File: config.mk
export PLATFORM = sky130hd
export DESIGN_NAME = tpu_load_run_ctrl
export DESIGN_NICKNAME = d
export VERILOG_FILES = /design/src/rtl/tpu_load_run_ctrl.sv
export SDC_FILE = /design/constraint.sdc
export NUM_CORES = 1
export LEC_CHECK = 0
export BUFFER_PORTS_ARGS = -buffer_cell sky130_fd_sc_hd__buf_2
export CAP_MARGIN = 40
export CORE_MARGIN = 1
export CORE_UTILIZATION = 45
export DETAILED_ROUTE_END_ITERATION = 6
export GPL_ROUTABILITY_DRIVEN = 0
export PLACE_DENSITY = 0.82
export RECOVER_POWER = 25
export SLEW_MARGIN = 20
export SYNTH_ARGS = -nofsm -noshare
export SYNTH_HDL_FRONTEND = slang
export SYNTH_SLANG_ARGS = --single-unit
File: constraint.sdc
create_clock -name clk -period 4.5 [get_ports clk]
set_clock_uncertainty 0.05 [all_clocks]
set_input_delay 0.9 -clock clk [delete_from_list [all_inputs] [get_ports clk]]
set_output_delay 0.9 -clock clk [all_outputs]
set_load 0.01 [all_outputs]
File: src/rtl/tpu_load_run_ctrl.sv
// Load/run sequencer for the TPU test wrapper. It fills BRAM A/B rows, starts the TPU over APB and polls status until done.
// Optional poll timeout: define TPU_LOAD_TIMEOUT_EN (adds TIMEOUT_POLLS and drives error).
module tpu_load_run_ctrl #(
    parameter int AWIDTH        = 11,
    parameter int DESIGN_SIZE   = 32,
    parameter int REG_ADDRWIDTH = 8,
    parameter int REG_DATAWIDTH = 32,
    parameter logic [REG_ADDRWIDTH-1:0] START_ADDR  = '0,
    parameter logic [REG_DATAWIDTH-1:0] START_DATA  = 1,
    parameter logic [REG_ADDRWIDTH-1:0] STATUS_ADDR = '0,
    parameter int DONE_BIT      = 31
`ifdef TPU_LOAD_TIMEOUT_EN
    ,
    parameter int TIMEOUT_POLLS = 1024
`endif
) (
    input  logic                     clk,
    input  logic                     resetn,
    input  logic                     start,
    input  logic [AWIDTH-1:0]        base_addr_a,
    input  logic [AWIDTH-1:0]        base_addr_b,
    input  logic [AWIDTH:0]          num_rows,
    output logic                     busy,
    output logic                     done,
    output logic                     error,
    output logic                     rng_advance,
    output logic [AWIDTH-1:0]        bram_addr_a,
    output logic [DESIGN_SIZE-1:0]   bram_we_a,
    output logic [AWIDTH-1:0]        bram_addr_b,
    output logic [DESIGN_SIZE-1:0]   bram_we_b,
    output logic [REG_ADDRWIDTH-1:0] PADDR,
    output logic                     PWRITE,
    output logic                     PSEL,
    output logic                     PENABLE,
    output logic [REG_DATAWIDTH-1:0] PWDATA,
    input  logic [REG_DATAWIDTH-1:0] PRDATA,
    input  logic                     PREADY,
    output logic [2:0]               dbg_state
);

    typedef enum logic [2:0] {
        S_IDLE, S_LOAD, S_WR_SETUP, S_WR_ACCESS, S_RD_SETUP, S_RD_ACCESS, S_RD_IDLE, S_DONE
    } state_t;

    state_t                   r_state;
    logic [AWIDTH:0]          r_rows_left;
    logic [AWIDTH-1:0]        r_addr_a;
    logic [AWIDTH-1:0]        r_addr_b;
    logic                     r_we;
    logic                     r_rng;
    logic                     r_busy;
    logic                     r_done;
    logic                     r_psel;
    logic                     r_penable;
    logic                     r_pwrite;
    logic [REG_ADDRWIDTH-1:0] r_paddr;
    logic [REG_DATAWIDTH-1:0] r_pwdata;
    logic                     w_timeout;
    logic                     w_unused_prdata;

    // APB handshake: a transfer is one SETUP cycle (PSEL=1, PENABLE=0) followed by
    // ACCESS cycles (PSEL=1, PENABLE=1) held stable until the slave returns PREADY=1.
    always_ff @(posedge clk or negedge resetn) begin
        if (!resetn) begin
            r_state     <= S_IDLE;
            r_rows_left <= '0;
            r_addr_a    <= '0;
            r_addr_b    <= '0;
            r_we        <= 1'b0;
            r_rng       <= 1'b0;
            r_busy      <= 1'b0;
            r_done      <= 1'b0;
            r_psel      <= 1'b0;
            r_penable   <= 1'b0;
            r_pwrite    <= 1'b0;
            r_paddr     <= '0;
            r_pwdata    <= '0;
        end else begin
            r_done <= 1'b0;
            case (r_state)
                S_IDLE: begin
                    if (start) begin
                        r_busy      <= 1'b1;
                        r_addr_a    <= base_addr_a;
                        r_addr_b    <= base_addr_b;
                        r_rows_left <= num_rows;
                        if (num_rows == '0) begin
                            r_state  <= S_WR_SETUP;
                            r_psel   <= 1'b1;
                            r_pwrite <= 1'b1;
                            r_paddr  <= START_ADDR;
                            r_pwdata <= START_DATA;
                        end else begin
                            r_state <= S_LOAD;
                            r_we    <= 1'b1;
                            r_rng   <= 1'b1;
                        end
                    end
                end
                S_LOAD: begin
                    if (r_rows_left == (AWIDTH+1)'(1)) begin
                        r_we     <= 1'b0;
                        r_rng    <= 1'b0;
                        r_state  <= S_WR_SETUP;
                        r_psel   <= 1'b1;
                        r_pwrite <= 1'b1;
                        r_paddr  <= START_ADDR;
                        r_pwdata <= START_DATA;
                    end else begin
                        // Address counters wrap naturally at 2^AWIDTH.
                        r_rows_left <= r_rows_left - (AWIDTH+1)'(1);
                        r_addr_a    <= r_addr_a + AWIDTH'(1);
                        r_addr_b    <= r_addr_b + AWIDTH'(1);
                    end
                end
                S_WR_SETUP: begin
                    r_penable <= 1'b1;
                    r_state   <= S_WR_ACCESS;
                end
                S_WR_ACCESS: begin
                    if (PREADY) begin
                        r_penable <= 1'b0;
                        r_pwrite  <= 1'b0;
                        r_paddr   <= STATUS_ADDR;
                        r_pwdata  <= '0;
                        r_state   <= S_RD_SETUP;
                    end
                end
                S_RD_SETUP: begin
                    r_psel    <= 1'b1;
                    r_penable <= 1'b1;
                    r_state   <= S_RD_ACCESS;
                end
                S_RD_ACCESS: begin
                    if (PREADY) begin
                        r_penable <= 1'b0;
                        r_psel    <= 1'b0;
                        if (PRDATA[DONE_BIT] || w_timeout) begin
                            r_busy  <= 1'b0;
                            r_done  <= 1'b1;
                            r_state <= S_DONE;
                        end else begin
                            r_state <= S_RD_IDLE;
                        end
                    end
                end
                S_RD_IDLE: begin
                    r_psel  <= 1'b1;
                    r_state <= S_RD_SETUP;
                end
                S_DONE: begin
                    r_state <= S_IDLE;
                end
                default: begin
                    r_state <= S_IDLE;
                end
            endcase
        end
    end

`ifdef TPU_LOAD_TIMEOUT_EN
    localparam int POLL_W = $clog2(TIMEOUT_POLLS + 1);

    logic [POLL_W-1:0] r_polls;
    logic              r_error;

    // A failing read while this is high is the last one allowed.
    assign w_timeout = (r_polls == POLL_W'(TIMEOUT_POLLS - 1));

    always_ff @(posedge clk or negedge resetn) begin
        if (!resetn) begin
            r_polls <= '0;
            r_error <= 1'b0;
        end else begin
            if (r_state == S_IDLE && start) begin
                r_error <= 1'b0;
            end
            if (r_state == S_WR_ACCESS && PREADY) begin
                r_polls <= '0;
            end else if (r_state == S_RD_ACCESS && PREADY && !PRDATA[DONE_BIT]) begin
                r_polls <= r_polls + POLL_W'(1);
                if (w_timeout) begin
                    r_error <= 1'b1;
                end
            end
        end
    end

    assign error = r_error;
`else
    assign w_timeout = 1'b0;
    assign error     = 1'b0;
`endif

    assign w_unused_prdata = ^PRDATA;

    assign busy        = r_busy;
    assign done        = r_done;
    assign rng_advance = r_rng;
    assign bram_addr_a = r_addr_a;
    assign bram_addr_b = r_addr_b;
    assign bram_we_a   = {DESIGN_SIZE{r_we}};
    assign bram_we_b   = {DESIGN_SIZE{r_we}};
    assign PSEL        = r_psel;
    assign PENABLE     = r_penable;
    assign PWRITE      = r_pwrite;
    assign PADDR       = r_paddr;
    assign PWDATA      = r_pwdata;
    assign dbg_state   = r_state;

endmodule

== After elaboration in Yosys (flattened, before gate mapping) ==
Cells that the tools add are included.

* Register bits after elaboration: 83

* Add/subtract/negate cells: 3
* Equality and inequality tests: 17
* Multiplexer cells: 44
* Reductions and logical operators: 17

{| class="wikitable"
|+ Operators with widths
! cell !! number
|-
| $mux 32 || 4
|-
| $pmux 32 s3 || 1
|-
| $mux 11 || 4
|-
| $pmux 11 s2 || 2
|-
| $mux 8 || 4
|-
| $mux 12 || 2
|-
| $pmux 12 s2 || 1
|-
| $pmux 3 s8 || 1
|-
| $pmux 8 s3 || 1
|-
| $add 11x1->11 const B || 2
|-
| $ne 2x2->1 const B || 8
|-
| $mux 1 || 14
|-
| $eq 12x1->1 const B || 1
|-
| $eq 3x3->1 const B || 4
|-
| $logic_not 12->1 || 1
|-
| $mux 3 || 4
|-
| $reduce_and 4->1 || 3
|-
| $sub 12x1->12 const B || 1
|-
| $reduce_and 5->1 || 2
|-
| $eq 3x2->1 const B || 2
|-
| $pmux 1 s2 || 3
|-
| $reduce_bool 2->1 || 3
|-
| $reduce_or 2->1 || 3
|-
| $pmux 1 s4 || 1
|-
| other kinds (9) || 9
|}

== Depth between registers and ports, before layout ==
Gate-level depths: netlist of run 1.

* Depth after elaboration: 4
* Mapped depth: 7

== Worst setup path after synthesis of run 1 ==
OpenSTA, ideal clock, no wires.

* Path type: flip-flop to output port
* From: register rng_advance (netlist name)
* To: output port bram_we_a[0]
* Arrival time: 1.608 ns
* Path slack: 1.942 ns
* Cell stages (with the launch flop): 2
* Path buffers: 1
* Cell sequence: dfrtp_1 > buf_4

{| class="wikitable"
|+ RTL lines
! what !! RTL line !! text
|-
| end: declaration || 28 || <nowiki>output logic [DESIGN_SIZE-1:0] bram_we_a,</nowiki>
|}

==> results of run 1 <==
[flip-flops by register name, indices dropped and copies added, names as in the netlist]
| name | flops |
|---|---|
| PENABLE | 1 |
| busy | 1 |
| PSEL | 1 |
| bram_addr_a | 11 |
| PWDATA | 1 |
| done | 1 |
| bram_addr_b | 11 |
| rng_advance | 1 |
| dbg_state | 3 |
| r_rows_left | 12 |
[final timing paths]
check / cells after the start / slack, ns / from / end
min reg2reg: 1 / 0.46 / PSEL / PSEL
min: 1 / 0.46 / PSEL / PSEL
max: 2 / 1.86 / resetn / bram_addr_a[9]
min in group asynchronous: 1 / 0.72 / resetn / PENABLE
max reg2reg: 5 / 1.94 / r_rows_left[6] / r_rows_left[0]
max in group clk: 5 / 1.94 / r_rows_left[6] / r_rows_left[0]
[per-stage QoR]
step,instance area (um2),utilization (%)
5_1_grt,3636,49.34
6_report,3636,49.34
2_1_floorplan,3640,-
3_5_place_dp,3572,48.47
3_3_place_gp,3552,48.20
4_1_cts,3654,49.58
[cell usage after synthesis, types with 4 or more instances]
master and count:
buf_4 106, dfrtp_1 43, nand2_1 25, nor2_1 21, clkbuf_1 19, o21ai_0 19, nor3_1 18, nand3_1 13
a21oi_1 12, a2bb2oi_1 12, a31oi_1 9, and3_1 8, o22ai_1 7, o2bb2ai_1 6, o31ai_1 6, a211oi_1 5
nor4_1 5, a22oi_1 4, a41oi_1 4, ha_1 4, nand4_1 4
[final cells by class]
type | instances | area share [%]
Sequential cell | 43 | 29.59
Inverter | 4 | 0.4129
Tap cell | 99 | 3.407
Clock buffer | 7 | 2.099
Timing Repair Buffer | 139 | 19.34
Multi-Input combinational cell | 272 | 45.01
Clock inverter | 1 | 0.1376
[routing by layer]
layer	up-vias	GRT usage, %
li1	1460	-
met1	1466	24.00
met2	171	33.08
met3	18	3.553
met4	0	9.677
met5	-	0
[power groups by stage]
| stage | Combinational, mW | Sequential (mW) | Clock, mW |
|---|---|---|---|
| after floorplan | 1.31 | 0.813 | 0 |
| after detailed placement | 1.61 | 0.817 | 0 |
| after CTS | 1.61 | 0.813 | 0.250 |
| after global placement | 1.55 | 0.804 | 0 |
| final | 1.61 | 0.817 | 0.246 |
| after global routing | 1.80 | 0.851 | 0.265 |
[cell families (layout without fill, tap and decap cells)]
group,after synthesis,count (layout),share of synthesized area [%]
other,1,40,0.1073
flip-flops,43,43,30.80
buffers and inverters,137,151,26.68
adder cells (fa/ha/maj),4,4,1.433
multiplexers,3,3,0.8954
AO/OA/AOI/OAI,106,106,21.74
AND/OR/NAND/NOR,118,118,18.09
XOR/XNOR,1,1,0.2508
==> results.sh, run 1 <==
export IMPL_critPathRequiredTime_ns=4.63
export IMPL_ios=206
export IMPL_peakVddDrop_v=0.0004180
export IMPL_arrival_ns=2.77
export IMPL_synth_cell_types=61
export IMPL_clkPwrFrac_pct=9.2
export IMPL_hold_buffers=0
export IMPL_regArea_um2=1076
export IMPL_grt_first_pass_wirelength_mm=13.27
export IMPL_cts_tree="done"
export IMPL_stdcell_count=565
export IMPL_final_antenna_net_count=0
export IMPL_ys_flop_type="dfrtp_1"
export IMPL_first_global_vias=2812
export IMPL_p_leak_nw=1.619
export IMPL_power_total_mw=2.671
export IMPL_clock_latency_ns=0.29
export IMPL_clk_pin_slew_ns=0.08
export IMPL_post_cts_buffers=0
export IMPL_seqPwrFrac_pct=30.6
export IMPL_die_width_um=90.11
export IMPL_drt_iter0_drc=200
export IMPL_wl_met1_mm=3.278
export IMPL_rows=31
export IMPL_htree_levels=2
export IMPL_final_common_cell="buf_2"
export IMPL_crit_top_cell="clkbuf_1"
export IMPL_hpwl_mm=5.646
export IMPL_dr_wl_met3_um=646
export IMPL_rsz0062_at_grt="no"
export IMPL_drive_above_1_share_pct=33.05
export IMPL_syn_to_final_growth_pct=4.083
export IMPL_n_fill_cell=702
export IMPL_grt_use_total_pct=19.61
export IMPL_async_reset_ff_share_pct=100.0
export IMPL_diodes=0
export IMPL_yosys_top_cells_area="dfrtp_1 (31%), buf_4 (23%), a2bb2oi_1 (3.0%), o21ai_0 (2.7%), nand2_1 (2.7%)"
export IMPL_cts_resized=0
export IMPL_grt_overflow=0
export IMPL_p_sw_mw=1.313
export IMPL_cts_buffers=5
export IMPL_cp_end_kind="async pin"
export IMPL_worstPathCellList="clkbuf_1 > clkbuf_1"
export IMPL_crit_type="in -> async"
export IMPL_dp_cells=557
export IMPL_drc=0
export IMPL_grt_start_max_net_pins=52
export IMPL_worst_path_buf_inv=2
export IMPL_crit_family="buffers and inverters"
export IMPL_root_buffer="clkbuf_8"
export IMPL_worst_setup_path_start_kind="input port"
export IMPL_synth_top_area_cell="dfrtp_1"
export IMPL_multiInputGateArea_um2=1637
export IMPL_vias=3115
export IMPL_coreArea_um2=7370
export IMPL_critPathMaxFanout=25
export IMPL_fin_crit_sh_pct=58.73
export IMPL_synth_top_area_share_pct=30.80
export IMPL_wl_per_cell_um=14.34
export IMPL_tightest_slew_ns=1.402
export IMPL_final_cell_mix="buf_2 (133), dfrtp_1 (43), conb_1 (40)"
export IMPL_post_place_ws_ns=1.920
export IMPL_drt_total_wl_mm=8.103
export IMPL_holdWs_ns=0.4569
export IMPL_cap_violations=0
export IMPL_clockBufferDepth=2
export IMPL_setup_slack_ns=1.857
export IMPL_portBuffers=134
export IMPL_syn_area_um2=3493
export IMPL_hp_class="reg -> reg"
export IMPL_synth_edf_count=0
export IMPL_cts_num_sinks=43
export IMPL_ys_ff_latch=43
export IMPL_antenna_found_initial=0
export IMPL_ys_warn_count=0
export IMPL_setup_viol=0
export IMPL_top_layer_used="met4"
export IMPL_pwr_density_cell_nw_per_um2=734.6
export IMPL_syn_avg_cell_area_um2=8.458
export IMPL_status="finished, final reports clean"
export IMPL_period_needed_ns=2.643
export IMPL_start_util_pct=47.40
export IMPL_die_area_um2=8119
export IMPL_die_h_um=90.11
export IMPL_synthCells=413
export IMPL_first_pass_iters=5
export IMPL_p_int_mw=1.358
export IMPL_slowest_stage="clkbuf_1"
export IMPL_drv_slew=0
export IMPL_ys_seq_area_share_pct=30.80
export IMPL_fin_nets=539
export IMPL_finalHoldViolCount=0
export IMPL_relSlewSlack_pct=6.552
export IMPL_p_comb_share_pct=60.2
export IMPL_tns_ns=0
export IMPL_max_freq_ghz=0.3784
export IMPL_viasPerCell=5.513
export IMPL_critical_path_max_stage_delay_ns=1.09
export IMPL_met2_length_mm=4.027
export IMPL_swShare_pct=49.16
Note: power is estimated with default switching activity, not from simulation.
==> run 2: changes to the inputs <==
Settings changed: ABC_AREA from default to 1, PLACE_DENSITY 0.82 to 0.8.
Clock period 4.5 ns to 2.7 ns, I/O delays scaled along.
==> run 2 against run 1 <==
Global-route usage decreased by 1.6 points; total power increased by 94%; critical path depth increased by 7; final cell count increased by 34%; wire length increased by 1.5%; worst hold slack got worse by 0.035 ns; clock power increased by 100%; count of clock-buffer cells in the layout decreased by 1; utilization decreased by 0.41 points; synthesized cell count increased by 42%; die area increased by 9.4%.
==> results.sh, run 2 <==
export IMPL_grt_overflow=0
export IMPL_first_global_vias=2970
export IMPL_portBuffers=134
export IMPL_syn_to_final_growth_pct=5.034
export IMPL_max_freq_ghz=0.5283
export IMPL_grt_first_pass_wirelength_mm=12.97
export IMPL_setup_viol=0
export IMPL_async_reset_ff_share_pct=100.0
export IMPL_clockBufferDepth=2
export IMPL_ys_flop_type="dfrtp_1"
export IMPL_ys_seq_area_share_pct=28.11
export IMPL_cap_violations=0
export IMPL_start_util_pct=46.58
export IMPL_coreArea_um2=8217
export IMPL_synth_common_cells="nand2_1 (208), buf_4 (107), nand3_1 (47)"
export IMPL_die_area_um2=8878
export IMPL_diodes=0
export IMPL_final_antenna_net_count=0
export IMPL_drc=0
export IMPL_top_register="r_rows_left"
export IMPL_drt_total_wl_mm=8.225
export IMPL_htree_levels=2
export IMPL_ys_warn_count=0
export IMPL_peakVddDrop_v=0.0008728
export IMPL_critPathMaxFanout=45
export IMPL_wl_per_cell_um=10.87
export IMPL_final_cell_mix="nand2_1 (208), buf_2 (132), nand3_1 (47)"
export IMPL_synthMostInstantiatedCell="nand2_1"
export IMPL_die_width_um=94.23
export IMPL_worst_setup_path_start_kind="flop"
export IMPL_clk_pin_slew_ns=0.09
export IMPL_antenna_found_initial=0
export IMPL_synth_cell_types=29
export IMPL_grt_use_total_pct=17.96
export IMPL_grt_start_max_net_pins=67
export IMPL_tns_ns=0
export IMPL_ios=206
export IMPL_synth_edf_count=0
export IMPL_drt_iter0_drc=133
export IMPL_first_pass_iters=5
export IMPL_ys_ff_latch=43
export IMPL_drive_above_1_share_pct=25.00
export IMPL_die_h_um=94.23
export IMPL_p_leak_nw=2.317
export IMPL_arrival_ns=2.01
export IMPL_crit_type="reg -> reg"
export IMPL_yosys_top_cells_area="dfrtp_1 (28%), buf_4 (21%), nand2_1 (20%), nand3_1 (6.1%), nor2_1 (4.4%)"
export IMPL_synth_top_area_cell="dfrtp_1"
export IMPL_status="finished, final reports clean"
export IMPL_synth_top_area_share_pct=28.11
export IMPL_viasPerCell=4.727
export IMPL_fin_nets=726
export IMPL_cts_tree="done"
export IMPL_syn_avg_cell_area_um2=6.543
export IMPL_final_common_cell="nand2_1"
export IMPL_holdWs_ns=0.4218
export IMPL_vias=3578
export IMPL_fin_crit_sh_pct=70.11
export IMPL_rsz0062_at_grt="no"
export IMPL_rows=33
export IMPL_pwr_density_cell_nw_per_um2=1287
export IMPL_hpwl_mm=6.106
export IMPL_tightest_slew_ns=1.212
export IMPL_largest_register_ffs=12
export IMPL_finalHoldViolCount=0
export IMPL_clock_latency_ns=0.29
export IMPL_syn_area_um2=3827
export IMPL_cts_num_sinks=43
export IMPL_period_needed_ns=1.893
export IMPL_cp_end_kind="flop"
export IMPL_cts_buffers=5
export IMPL_hp_class="in -> async"
export IMPL_root_buffer="clkbuf_8"
export IMPL_relSlewSlack_pct=19.18
export IMPL_cts_resized=0
export IMPL_critPathRequiredTime_ns=2.82
export IMPL_post_cts_buffers=0
export IMPL_drv_slew=0
export IMPL_hold_buffers=0
export IMPL_synthCells=585
==> run 2: layout make-up <==
cell class | count | area (um2)
fill | 858 | 4197
timing repair buffer | 138 | 695.7
clock buffer | 6 | 72.57
inverter | 47 | 178.9
sequential | 43 | 1076
clock inverter | 1 | 30.03
tap | 105 | 131.4
multi-input combinational | 417 | 1836
==> run 2: critical path, cell delays in order (launching register included) <==
cell     delay [ns]
dfrtp_1        0.44
inv_2          0.11
nand2_2        0.08
nor2_4         0.29
nand3_2        0.16
nand2_1        0.13
nor2_4         0.03
buf_4          0.27
nand2_1        0.11
o21ai_1        0.07
==> run 2: where the power goes <==
group	internal, mW	switching (mW)	total [mW]
sequential	0.975	0.387	1.36
clock	0.272	0.223	0.494
combinational	1.20	2.12	3.32
total	2.44	2.73	5.17
==> run 2: logic make-up (layout without fill, tap and decap cells) <==
kind of cell,Yosys count,count (layout),share of synthesized area [%]
flops,43,43,28.11
buf+inv,164,192,27.75
simple gates,329,329,36.32
compound gates,43,43,6.179
xor+xnor,1,1,0.2289
fa+ha+maj,4,4,1.308
other cells,1,40,0.09798
==> run 2: metrics by stage <==
step | std cells | area, um2 | worst slack, ns | util, % | total power [mW]
CTS | 757 | 4025 | 0.8283 | 48.99 | 5.212
global route | 757 | 4020 | 0.6499 | 48.93 | 5.749
detailed placement | 750 | 3923 | 0.8407 | 47.74 | 4.701
floorplan | 624 | 3974 | 0.5022 | - | 4.396
finish | 757 | 4020 | 0.8071 | 48.93 | 5.174
global placement | 750 | 3923 | 0.8849 | 47.74 | 4.587
==> run 2: final timing paths <==
path / depth (start not counted) / endpoint / slack, ns / from
min reg2reg: 2 / PSEL / 0.44 / PSEL
min: 1 / r_rows_left[4] / 0.42 / resetn
max: 9 / r_rows_left[6] / 0.81 / dbg_state[1]
max in group asynchronous: 2 / bram_addr_a[7] / 0.97 / resetn
min in group clk: 2 / PSEL / 0.44 / PSEL
max reg2reg: 9 / r_rows_left[6] / 0.81 / dbg_state[1]
==> run 2: per-layer routing <==
layer / GRT usage (%) / wire (um) / vias up / share of wire [%]
met2: 33.45 / 4203 / 130 / 51
met3: 1.861 / 462 / 6 / 5.6
li1: - / - / 1818 / -
met4: 4.615 / 67 / 0 / 0.81
met5: 0 / 0 / - / 0
met1: 21.70 / 3491 / 1624 / 42
==> run 3: changes to the inputs <==
Clock period 2.7 ns to 1.77 ns, I/O delays scaled along.
==> run 3 against run 2 <==
Critical path depth is the same; worst hold slack worse by 0.15 ns; die area unchanged; largest power group unchanged; total power up 56%; sequential power up 52%; non-clock buffer count rose by 5.
==> results.sh, run 3 (synthesis results as in run 2) <==
export IMPL_clock_latency_ns=0.31
export IMPL_clockBufferDepth=2
export IMPL_largest_register_ffs=12
export IMPL_crit_type="reg -> reg"
export IMPL_final_common_cell="nand2_1"
export IMPL_cap_violations=0
export IMPL_regArea_um2=1077
export IMPL_critPathMaxFanout=45
export IMPL_wl_per_cell_um=10.94
export IMPL_grt_first_pass_wirelength_mm=13.21
export IMPL_portBuffers=134
export IMPL_final_antenna_net_count=0
export IMPL_drive_above_1_share_pct=26.75
export IMPL_diodes=0
export IMPL_hpwl_mm=6.170
export IMPL_cp_end_kind="flop"
export IMPL_drt_iter0_drc=156
export IMPL_viasPerCell=4.663
export IMPL_n_fill_cell=860
export IMPL_relSlewSlack_pct=38.32
export IMPL_post_place_ws_ns=0.07768
export IMPL_max_freq_ghz=0.6037
export IMPL_pwr_density_cell_nw_per_um2=1960
export IMPL_first_global_vias=2989
export IMPL_period_needed_ns=1.657
export IMPL_die_area_um2=8878
export IMPL_antenna_found_initial=0
export IMPL_die_h_um=94.23
export IMPL_grt_use_total_pct=18.55
export IMPL_die_width_um=94.23
export IMPL_root_buffer="clkbuf_8"
export IMPL_drv_slew=0
export IMPL_fin_nets=731
export IMPL_fin_crit_sh_pct=93.59
export IMPL_holdWs_ns=0.2753
export IMPL_worst_setup_path_start_kind="flop"
export IMPL_peakVddDrop_v=0.001123
export IMPL_htree_levels=2
export IMPL_finalHoldViolCount=0
export IMPL_hp_class="in -> reg"
export IMPL_coreArea_um2=8217
export IMPL_vias=3558
export IMPL_grt_start_max_net_pins=67
export IMPL_final_cell_mix="nand2_1 (207), buf_2 (131), nand3_1 (47)"
export IMPL_clk_pin_slew_ns=0.10
export IMPL_status="finished, final reports clean"
export IMPL_cts_buffers=5
export IMPL_arrival_ns=1.80
export IMPL_cts_tree="done"
export IMPL_top_register="r_rows_left"
export IMPL_ios=206
export IMPL_setup_viol=0
export IMPL_critPathRequiredTime_ns=1.92
export IMPL_syn_to_final_growth_pct=7.519
export IMPL_setup_slack_ns=0.1135
export IMPL_start_util_pct=46.58
export IMPL_cts_num_sinks=43
export IMPL_grt_overflow=0
export IMPL_drt_total_wl_mm=8.349
export IMPL_p_leak_nw=2.338
export IMPL_rows=33
export IMPL_first_pass_iters=5
export IMPL_drc=0
export IMPL_tightest_slew_ns=0.9252
export IMPL_multiInputGateArea_um2=1867
-- run 3: changes by cell type in the layout (fill, tap and decap cells not counted), moves of 2 or more --
cell and delta:
clkinvlp_4 +2, buf_4 +2, buf_12 +2, inv_1 -2
nor2_4 +2, nor2_1 -3
-- run 3: layout make-up --
cell class                 instances  share of cell area, %
clock inverter                     3                 0.5777
sequential                        43                  26.18
multi-input combinational        417                  45.36
inverter                          47                  4.409
tap                              105                  3.192
timing repair buffer             143                  18.61
clock buffer                       5                  1.672
-- run 3: critical path, stage by stage, from the launching register on --
cell and delay [ns]:
dfrtp_1 0.45, inv_2 0.11, nand2_2 0.08, nor2_4 0.19, nand3_2 0.16, nand2_2 0.11, nor2_4 0.04, buf_12 0.18
nand2_1 0.09, o21ai_1 0.08
-- run 3: repair_timing --
action | CTS | global route
endpoints found under the hold margin | 15 | 0
gates resized for setup | 0 | 11
setup buffers | 0 | 0
endpoints found under the setup margin | 0 | 36
hold buffers | 1 | 0
-- run 3: where the power goes --
part           switching, mW  total, mW  internal, mW  leakage, nW
sequential             0.585       2.07          1.49        0.521
clock                  0.392      0.675         0.283       0.0408
combinational           3.32       5.32          1.99         1.78
-- run 3: final timing paths --
check,startpoint,end,slack (ns),depth (start not counted)
worst max-delay path,dbg_state[1],bram_addr_b[6],0.11,9
worst min-delay path,PREADY,PENABLE,0.28,4
worst max register to register,dbg_state[1],bram_addr_b[6],0.11,9
worst min register to register,PSEL,PSEL,0.43,2
max in group asynchronous,resetn,bram_addr_a[10],0.24,3
min in group asynchronous,resetn,r_rows_left[0],0.65,2
-- run 3: metrics by stage --
stage          total power [mW]  instances  area, um2  setup TNS [ns]  util, %
2_1_floorplan             6.662        624       3975               0        -
3_3_place_gp              7.179        754       3991               0    48.58
3_5_place_dp              7.340        754       3991               0    48.58
4_1_cts                   8.044        763       4094               0    49.82
5_1_grt                   8.999        763       4115        -0.01352    50.08
6_report                  8.066        763       4115               0    50.08
-- run 3: routing by layer --
| metal | GRT usage [%] | vias to the layer above | part of all wire [%] | wire [um] |
|---|---|---|---|---|
| li1 | - | 1826 | - | - |
| met1 | 23.17 | 1578 | 44 | 3707 |
| met2 | 32.61 | 142 | 49 | 4068 |
| met3 | 2.104 | 12 | 5.1 | 428 |
| met4 | 6.667 | 0 | 1.7 | 145 |
| met5 | 0 | - | 0 | 0 |
